$ cat config.mk
export PLATFORM = sky130hd
export DESIGN_NAME = lmc1992_rx_flat
export DESIGN_NICKNAME = d
export VERILOG_FILES = /design/src/rtl/lmc1992_rx_if.sv /design/src/rtl/lmc1992_rx.sv /design/src/flat_wrapper.sv
export SDC_FILE = /design/constraint.sdc
export NUM_CORES = 1
export LEC_CHECK = 0
export BUFFER_PORTS_ARGS = -buffer_cell sky130_fd_sc_hd__buf_2
export CAP_MARGIN = 10
export CELL_PAD_IN_SITES_DETAIL_PLACEMENT = 1
export CELL_PAD_IN_SITES_GLOBAL_PLACEMENT = 1
export CORE_AREA = 2 2 68 76
export DETAILED_ROUTE_END_ITERATION = 10
export DIE_AREA = 0 0 70 78
export GPL_TIMING_DRIVEN = 1
export PLACE_DENSITY_LB_ADDON = 0.08
export SLEW_MARGIN = 0
export SYNTH_ARGS = -nofsm -noshare
export SYNTH_HDL_FRONTEND = slang
export SYNTH_SLANG_ARGS = --single-unit
export TNS_END_PERCENT = 50
$ cat constraint.sdc
create_clock -name clk32 -period 3 [get_ports clk32]
set_input_delay 0.6 -clock clk32 [delete_from_list [all_inputs] [get_ports clk32]]
set_output_delay 0.6 -clock clk32 [all_outputs]
set_load 0.02 [all_outputs]
$ cat src/rtl/lmc1992_rx_if.sv
// Microwire command stream into the LMC1992 responder and decoded mixer settings out.
// The master side is the shifter's microwire master; the slave side is the responder.
interface lmc1992_rx_if;
    logic       mw_start;
    logic       mw_bit_en;
    logic       mw_clk;
    logic       mw_data;
    logic       mw_done;
    logic [1:0] mix;
    logic [3:0] bass;
    logic [3:0] treble;
    logic [5:0] master_vol;
    logic [4:0] left_vol;
    logic [4:0] right_vol;
    logic       cmd_valid;
    logic       cmd_err;

    modport master (
        output mw_start, mw_bit_en, mw_clk, mw_data, mw_done,
        input  mix, bass, treble, master_vol, left_vol, right_vol, cmd_valid, cmd_err
    );

    modport slave (
        input  mw_start, mw_bit_en, mw_clk, mw_data, mw_done,
        output mix, bass, treble, master_vol, left_vol, right_vol, cmd_valid, cmd_err
    );
endinterface

$ cat src/rtl/lmc1992_rx.sv
// LMC1992 microwire responder: assembles 11-bit command words from the masked serial
// stream and decodes them into registered volume, tone and mix settings.
module lmc1992_rx #(
    parameter logic [1:0] DEV_ADDR = 2'b10
) (
    input logic         clk32,
    input logic         resb,
    lmc1992_rx_if.slave mw
);

    typedef enum logic [1:0] {IDLE, SHIFT, DECODE} state_t;

    state_t      state_q, state_d;
    logic [10:0] sr_q, sr_d;
    logic [4:0]  cnt_q, cnt_d;
    logic        done_prev_q, done_prev_d;
    logic [1:0]  mix_q, mix_d;
    logic [3:0]  bass_q, bass_d;
    logic [3:0]  treble_q, treble_d;
    logic [5:0]  master_vol_q, master_vol_d;
    logic [4:0]  left_vol_q, left_vol_d;
    logic [4:0]  right_vol_q, right_vol_d;
    logic        cmd_valid_q, cmd_valid_d;
    logic        cmd_err_q, cmd_err_d;

    logic start_bit;
    logic cap_bit;
    logic done_rise;
    logic cmd_ok;

    function automatic logic [3:0] sat_tone(input logic [3:0] v);
        return (v > 4'd12) ? 4'd12 : v;
    endfunction

    function automatic logic [5:0] sat_master(input logic [5:0] v);
        return (v > 6'd40) ? 6'd40 : v;
    endfunction

    function automatic logic [4:0] sat_chan(input logic [4:0] v);
        return (v > 5'd20) ? 5'd20 : v;
    endfunction

    assign start_bit = mw.mw_start & mw.mw_bit_en;
    assign cap_bit   = mw.mw_bit_en & mw.mw_clk;
    assign done_rise = mw.mw_done & ~done_prev_q;
    assign cmd_ok    = (cnt_q == 5'd11) && (sr_q[10:9] == DEV_ADDR) && (sr_q[8:6] <= 3'd5);

    always_ff @(posedge clk32 or negedge resb) begin
        if (!resb) begin
            state_q <= IDLE;
        end else begin
            state_q <= state_d;
        end
    end

    always_comb begin
        state_d = state_q;
        case (state_q)
            IDLE:    if (start_bit) state_d = SHIFT;
            SHIFT:   if (!start_bit && done_rise) state_d = DECODE;
            DECODE:  state_d = start_bit ? SHIFT : IDLE;
            default: state_d = IDLE;
        endcase
    end

    always_comb begin
        sr_d         = sr_q;
        cnt_d        = cnt_q;
        done_prev_d  = mw.mw_done;
        mix_d        = mix_q;
        bass_d       = bass_q;
        treble_d     = treble_q;
        master_vol_d = master_vol_q;
        left_vol_d   = left_vol_q;
        right_vol_d  = right_vol_q;
        cmd_valid_d  = 1'b0;
        cmd_err_d    = 1'b0;

        // A start strobe always opens a fresh word, dropping any partial one.
        if (start_bit) begin
            sr_d  = cap_bit ? {10'd0, mw.mw_data} : 11'd0;
            cnt_d = cap_bit ? 5'd1 : 5'd0;
        end else if (state_q == SHIFT && cap_bit) begin
            sr_d  = {sr_q[9:0], mw.mw_data};
            cnt_d = (cnt_q == 5'd31) ? cnt_q : cnt_q + 5'd1;
        end

        if (state_q == DECODE) begin
            if (cmd_ok) begin
                cmd_valid_d = 1'b1;
                case (sr_q[8:6])
                    3'd0:    mix_d        = sr_q[1:0];
                    3'd1:    bass_d       = sat_tone(sr_q[3:0]);
                    3'd2:    treble_d     = sat_tone(sr_q[3:0]);
                    3'd3:    master_vol_d = sat_master(sr_q[5:0]);
                    3'd4:    right_vol_d  = sat_chan(sr_q[4:0]);
                    3'd5:    left_vol_d   = sat_chan(sr_q[4:0]);
                    default: cmd_valid_d  = 1'b1;
                endcase
            end else begin
                cmd_err_d = 1'b1;
            end
        end
    end

    // Edge detector resets high so a done level present at reset release is not an edge.
    always_ff @(posedge clk32 or negedge resb) begin
        if (!resb) begin
            sr_q         <= 11'd0;
            cnt_q        <= 5'd0;
            done_prev_q  <= 1'b1;
            mix_q        <= 2'b01;
            bass_q       <= 4'd6;
            treble_q     <= 4'd6;
            master_vol_q <= 6'd40;
            left_vol_q   <= 5'd20;
            right_vol_q  <= 5'd20;
            cmd_valid_q  <= 1'b0;
            cmd_err_q    <= 1'b0;
        end else begin
            sr_q         <= sr_d;
            cnt_q        <= cnt_d;
            done_prev_q  <= done_prev_d;
            mix_q        <= mix_d;
            bass_q       <= bass_d;
            treble_q     <= treble_d;
            master_vol_q <= master_vol_d;
            left_vol_q   <= left_vol_d;
            right_vol_q  <= right_vol_d;
            cmd_valid_q  <= cmd_valid_d;
            cmd_err_q    <= cmd_err_d;
        end
    end

    assign mw.mix        = mix_q;
    assign mw.bass       = bass_q;
    assign mw.treble     = treble_q;
    assign mw.master_vol = master_vol_q;
    assign mw.left_vol   = left_vol_q;
    assign mw.right_vol  = right_vol_q;
    assign mw.cmd_valid  = cmd_valid_q;
    assign mw.cmd_err    = cmd_err_q;

endmodule

$ cat src/flat_wrapper.sv
// flat-port wrapper written by rule: the top's interface ports become plain ports
module lmc1992_rx_flat 
#(
    parameter logic [1:0] DEV_ADDR = 2'b10
)
  (clk32, resb, mw_mw_start, mw_mw_bit_en, mw_mw_clk, mw_mw_data, mw_mw_done, mw_mix, mw_bass, mw_treble, mw_master_vol, mw_left_vol, mw_right_vol, mw_cmd_valid, mw_cmd_err);
  lmc1992_rx_if mw_i ();
  input logic clk32;
  input logic resb;
  input wire logic [$bits(mw_i.mw_start)-1:0] mw_mw_start;
  input wire logic [$bits(mw_i.mw_bit_en)-1:0] mw_mw_bit_en;
  input wire logic [$bits(mw_i.mw_clk)-1:0] mw_mw_clk;
  input wire logic [$bits(mw_i.mw_data)-1:0] mw_mw_data;
  input wire logic [$bits(mw_i.mw_done)-1:0] mw_mw_done;
  output wire logic [$bits(mw_i.mix)-1:0] mw_mix;
  output wire logic [$bits(mw_i.bass)-1:0] mw_bass;
  output wire logic [$bits(mw_i.treble)-1:0] mw_treble;
  output wire logic [$bits(mw_i.master_vol)-1:0] mw_master_vol;
  output wire logic [$bits(mw_i.left_vol)-1:0] mw_left_vol;
  output wire logic [$bits(mw_i.right_vol)-1:0] mw_right_vol;
  output wire logic [$bits(mw_i.cmd_valid)-1:0] mw_cmd_valid;
  output wire logic [$bits(mw_i.cmd_err)-1:0] mw_cmd_err;
  assign mw_i.mw_start = mw_mw_start;
  assign mw_i.mw_bit_en = mw_mw_bit_en;
  assign mw_i.mw_clk = mw_mw_clk;
  assign mw_i.mw_data = mw_mw_data;
  assign mw_i.mw_done = mw_mw_done;
  assign mw_mix = mw_i.mix;
  assign mw_bass = mw_i.bass;
  assign mw_treble = mw_i.treble;
  assign mw_master_vol = mw_i.master_vol;
  assign mw_left_vol = mw_i.left_vol;
  assign mw_right_vol = mw_i.right_vol;
  assign mw_cmd_valid = mw_i.cmd_valid;
  assign mw_cmd_err = mw_i.cmd_err;
  lmc1992_rx #(.DEV_ADDR(DEV_ADDR)) u_core (.clk32(clk32), .resb(resb), .mw(mw_i));
endmodule
==> impl_results.md, run 1 <==
- Comb pwr share: 6.0%
- Antenna violations before repair: 0
- Leakage Power: 1.16 nW
- Worst path slowest cell: nor4_4
- Pwr/cell area: 453 mW/mm^2
- Most frequent cells in the layout: dfrtp_1 (35), buf_2 (34), nand2_1 (26), a21oi_1 (17)
- Seq cells post-synth: 47
- Avg Cell Area, Syn: 11.7 sq um
- Fraction of registers with async set/reset: 100%
- Row count: 26
- Power Total: 1.10 mW
- PortBufs: 34
- Hold_ws: 0.409 ns
- Finished Core Util: 52.4%
- Fmax: 480 MHz
- Slew Limit Headroom: 30.8%
- EDFF count, synth: 0
- Post-synthesis sequential area ratio: 56.1%
- CP Class: flop to flop
- Inst Count DP: 263
- Clk sinks: 47
- Routed vias/inst: 5.63
- Share of cells above drive strength 1: 33.0%
- I/O Pins: 35
- Post-Syn Instances: 181
- Clock tree from TritonCTS: done
- Vias in the first global route: 1651
- Final setup viols: 0
- Initial DRC count: 52
- Syn Nets: 190
- Synth cell types: 33
- Worst Hold Class: primary input to flop
- Final std cells w/o fill: 271
- Least-Margin Pin Slew: 1.04 ns
- Max cap viols: 0
- CP top delay family: simple AND/OR/NAND/NOR gates
- Synth warn: 0
- Number of hold buffers added after cts: 0
- CP Capture Type: flop
- Largest net degree at the start of global routing: 48
- Root buffer cell: clkbuf_8
- CTS Buf Count: 5
- First-pass GRT wire length: 8230 microns
- # diodes: 0
- Share of total power in the clock network: 33.2%
- Clk_lat worst skew: 0.30 ns
- Clk buf depth: 2
- Layout area overhead: 14.1%
- Fin crit period: 2.08 ns
- DRT Wirelength: 4960 microns
- Switching Power: 263 uW
- Clk slew on worst S/H paths: 0.08 ns
- CP Max Fanout: 6
- Starting density of the core: 45.9%
- Fin crit share: 69.4%
- Iteration count of the initial detailed-routing pass: 4
- WL/cell: 18.3 microns
- Peak VDD IR: 0.287 mV
- Clock Skews: 0.0101 ns
- Setup Buffers After CTS: 0
- Core Region: 0.00462 sq mm
- All-Layer GR Usage: 19.5%
- CP Buf/Inv Count: 0
- H-tree levels: 2
- Routed Antenna Nets: 0
- Die height: 78 microns
- Crit-path cells: ha_1, nand4b_1, nor4_4, mux2_1
- Critical Path Source Type: flop
- Top_reg_cell synth: dfrtp_1
- Data required, critical path: 3.18 ns
- Dpl hpwl: 3500 microns
- Fin. Hold Viols: 0
- Final setup TNS: 0 ns
- Syn Std Cell Area: 0.00212 sq mm
- Max incr delay on CP: 0.55 ns
- Routability congestion estimate: 0.828
- Sequential Power Share: 60.8%
- Commonest non-fill, non-tap cell in the layout: dfrtp_1
- Post_cts resized: 0
- Sw Ratio: 24.0%
- Unrepaired setup endpoints after global routing: false
- Final net count: 223
- DRC: 0
- Arr. time, crit path: 2.26 ns
- Final Slew Violations: 0
- Die X: 70 microns
- Gr ovfl total: 0
- Cell Int Power: 834 uW
- Status: complete, no violations
- Vias: 1525
- Die area: 0.00546 sq mm
==> cell type report <==
type	count	area, sq um
Fill cell	505	2200
Sequential cell	47	1190
Multi-Input combinational cell	118	871
Timing Repair Buffer	36	185
Clock buffer	7	76.3
Tap cell	56	70.1
Inverter	6	22.5
Clock inverter	1	5.00
==> per-layer routing <==
metal | vias to the layer above | track usage, % | part of all wire [%]
li1 | 705 | - | -
met1 | 786 | 23.0 | 43
met2 | 30 | 35.6 | 54
met3 | 4 | 3.90 | 2.7
met4 | 0 | 5.77 | 0.73
met5 | - | 0 | 0
==> synthesized netlist by cell type (all sizes together), types with 3 or more instances <==
| cell type | n | area, sq um |
|---|---|---|
| dfrtp | 35 | 876 |
| nand2 | 26 | 97.6 |
| mux2 | 22 | 248 |
| a21oi | 17 | 85.1 |
| dfstp | 12 | 315 |
| clkbuf | 10 | 37.5 |
| inv | 6 | 22.5 |
| nand3 | 6 | 30.0 |
| o21ai | 5 | 25.0 |
| mux2i | 4 | 40.0 |
| nor4b | 4 | 56.3 |
| and2 | 3 | 18.8 |
| nand2b | 3 | 18.8 |
| nor2b | 3 | 18.8 |
| or4 | 3 | 22.5 |
==> kinds of logic after synthesis <==
logic type	synth area share, %
compound gates	8.20
buf+inv	2.83
flops	56.1
fa+ha+maj	1.18
mux	13.6
simple gates	18.1
==> final timing paths <==
check	depth (start not counted)	end	startpoint	slack, ns
max in group asynchronous	1	u_core.mw.bass[3]	resb	1.88
worst max register to register	4	u_core.mw.left_vol[3]	u_core.cnt_q[0]	0.92
worst min-delay path	1	u_core.done_prev_q	mw_mw_done	0.41
worst min register to register	2	u_core.mw.master_vol[3]	u_core.mw.master_vol[3]	0.48
worst max-delay path	4	u_core.mw.left_vol[3]	u_core.cnt_q[0]	0.92
min in group asynchronous	1	u_core.sr_q[6]	resb	0.48
==> state kept, by name, indices dropped and copies added, names as in the netlist <==
register / count
u_core.mw.treble: 4
u_core.mw.mix: 2
u_core.done_prev_q: 1
u_core.mw.right_vol: 5
u_core.cnt_q: 5
u_core.mw.cmd_err: 1
u_core.sr_q: 11
u_core.mw.left_vol: 5
u_core.state_q: 2
u_core.mw.cmd_valid: 1
u_core.mw.master_vol: 6
u_core.mw.bass: 4
==> per-stage QoR <==
step | area (sq um) | setup WS, ns
after floorplan | 2120 | 1.13
after global placement | 2340 | 1.00
after detailed placement | 2340 | 0.889
after CTS | 2420 | 0.879
after global routing | 2420 | 0.789
final | 2420 | 0.919
==> power by group through the flow <==
stage	Combinational [mW]	Clock [mW]	Sequential, mW
3_3_place_gp	0.0644	0	0.678
4_1_cts	0.0676	0.383	0.667
3_5_place_dp	0.0675	0	0.679
2_1_floorplan	0.0397	0	0.670
6_report	0.0659	0.365	0.667
5_1_grt	0.0754	0.406	0.670
No activity file was read; power rests on OpenSTA's default activity.
==> run 2: changes to the inputs <==
CORE_AREA = 2 2 70 78   (was 2 2 68 76)
DIE_AREA = 0 0 72 80   (was 0 0 70 78)
clock period = 2 ns   (was 3 ns; I/O delays follow)
==> impl_results.md, run 2 (synthesis results as in run 1) <==
- Worst path slowest cell: or4b_4
- Vias in the first global route: 1736
- Critical R2R Launch: u_core.cnt_q[4]
- Slew Limit Headroom: 65.4%
- Largest Register: u_core.sr_q
- Data required, critical path: 2.19 ns
- All-Layer GR Usage: 18.9%
- Worst Hold Class: primary input to async pin
- Most frequent cells in the layout: dfrtp_1 (35), buf_2 (34), nand2_1 (26), a21oi_1 (17)
- Cell Int Power: 1.26 mW
- Gr ovfl total: 0
- Starting density of the core: 42.7%
- Clk slew on worst S/H paths: 0.08 ns
- Layout area overhead: 17.4%
- Crit-path cells: or4b_4, nor4b_4, mux2_2
- Multi-input logic area: 876 sq um
- Final setup TNS: 0 ns
- WL/cell: 17.4 microns
- Power Total: 1.68 mW
- Clk sinks: 47
- Clock tree from TritonCTS: done
- Peak VDD IR: 0.464 mV
- Comb pwr share: 6.6%
- Clk_lat worst skew: 0.30 ns
- Root buffer cell: clkbuf_8
- Final setup viols: 0
- Fin. Hold Viols: 0
- Max incr delay on CP: 0.61 ns
- Clk buf depth: 2
- Finished Core Util: 50.2%
- CP Class: flop to flop
- CTS Buf Count: 5
- # fillers: 561
- Routability congestion estimate: 0.828
- Status: complete, no violations
- CP Capture Type: flop
- R2R Path End: u_core.mw.bass[0]
- Fin crit period: 1.92 ns
- Largest register FFs: 11
- Initial DRC count: 45
- Largest net degree at the start of global routing: 28
- Arr. time, crit path: 2.11 ns
- Switching Power: 418 uW
- Die height: 80 microns
- Least-Margin Pin Slew: 0.519 ns
- Row count: 27
- DRT Wirelength: 4860 microns
- Final net count: 229
- Fin crit share: 96.1%
- PortBufs: 34
- Final Slew Violations: 0
- Routed Antenna Nets: 0
- Commonest non-fill, non-tap cell in the layout: dfrtp_1
- Die X: 72 microns
- Clock Skews: 0.00965 ns
- Core Region: 0.00497 sq mm
- Share of cells above drive strength 1: 36.2%
- Unrepaired setup endpoints after global routing: false
- Iteration count of the initial detailed-routing pass: 4
- Fin worst setup slack: 0.0779 ns
- Sw Ratio: 24.9%
- First-pass GRT wire length: 8310 microns
- Die area: 0.00576 sq mm
- FF+latch area: 0.00119 sq mm
- Critical Path Source Type: flop
- Pwr/cell area: 673 mW/mm^2
- Dpl cell area: 0.00240 sq mm
- Routed vias/inst: 5.61
- Reg-to-reg slack, setup: 0.08 ns
- Setup Buffers After CTS: 0
- Reg2Reg Depth: 3
- Sequential Power Share: 59.7%
- H-tree levels: 2
- CP top delay family: simple AND/OR/NAND/NOR gates
- Fmax: 520 MHz
- DRC: 0
- I/O Pins: 35
- Max cap viols: 0
- CP Buf/Inv Count: 0
- Dpl hpwl: 3560 microns
- # diodes: 0
- Dpl ws: -0.00193 ns
- CP Max Fanout: 5
- Share of total power in the clock network: 33.7%
- Non-Filler Cell Area, Final: 0.00249 sq mm
- Vias: 1565
- Antenna violations before repair: 0
- Leakage Power: 1.19 nW
-- run 2: cell count changes in the layout (fill, tap and decap cells not counted) --
cell      change
buf_12        +1
buf_4         +5
clkbuf_1      -1
clkinv_4      +1
ha_1          -2
ha_2          +2
-- run 2: per-layer routing --
metal | up-vias | share of wire [%] | track usage, %
li1 | 718 | - | -
met1 | 806 | 43 | 22.3
met2 | 32 | 52 | 33.1
met3 | 9 | 3.4 | 4.17
met4 | 0 | 2.1 | 7.36
met5 | - | 0 | 0
-- run 2: worst max-delay path by stage --
stage	depth (start not counted)	from	end
2_1_floorplan	3	u_core.cnt_q[2]	u_core.mw.left_vol[0]
3_3_place_gp	3	u_core.cnt_q[4]	u_core.mw.left_vol[1]
6_report	3	u_core.cnt_q[4]	u_core.mw.bass[0]
4_1_cts	5	u_core.cnt_q[0]	u_core.cnt_q[2]
3_5_place_dp	3	u_core.cnt_q[4]	u_core.mw.left_vol[3]
5_1_grt	3	u_core.cnt_q[4]	u_core.mw.bass[0]
-- run 2: worst reg2reg max path, cell delays in order (launching register included) --
cell and delay [ns]:
dfrtp_1 0.42, or4b_4 0.61, nor4b_4 0.41, mux2_2 0.38
-- run 2: repair_timing --
| action | in CTS | in global routing |
|---|---|---|
| endpoints found under the setup margin | 3 | 5 |
| gates resized for setup | 0 | 2 |
| hold buffers | 0 | 0 |
| pin swaps | 1 | 1 |
| gates cloned | 0 | 0 |
-- run 2: area by class of cell --
cell class                 count  share of cell area (%)
sequential                    47                    47.8
tap                           58                    2.91
multi-input combinational    118                    35.2
timing repair buffer          42                    9.74
inverter                       6                   0.904
clock inverter                 2                   0.552
clock buffer                   6                    2.91
-- run 2: through the flow --
| step | cells | hold WS (ns) |
|---|---|---|
| 4_1_cts | 279 | 0.0704 |
| 6_report | 279 | 0.0636 |
| 3_5_place_dp | 271 | 0.398 |
| 2_1_floorplan | 181 | 0.104 |
| 3_3_place_gp | 271 | 0.385 |
| 5_1_grt | 279 | 0.0793 |
-- run 2: power groups by stage --
| stage | Combinational (mW) | Clock [mW] | Sequential [mW] |
|---|---|---|---|
| floorplan | 0.0595 | 0 | 1.01 |
| global placement | 0.105 | 0 | 1.02 |
| detailed placement | 0.111 | 0 | 1.02 |
| CTS | 0.112 | 0.589 | 1.00 |
| global route | 0.125 | 0.629 | 1.01 |
| finish | 0.110 | 0.566 | 1.00 |
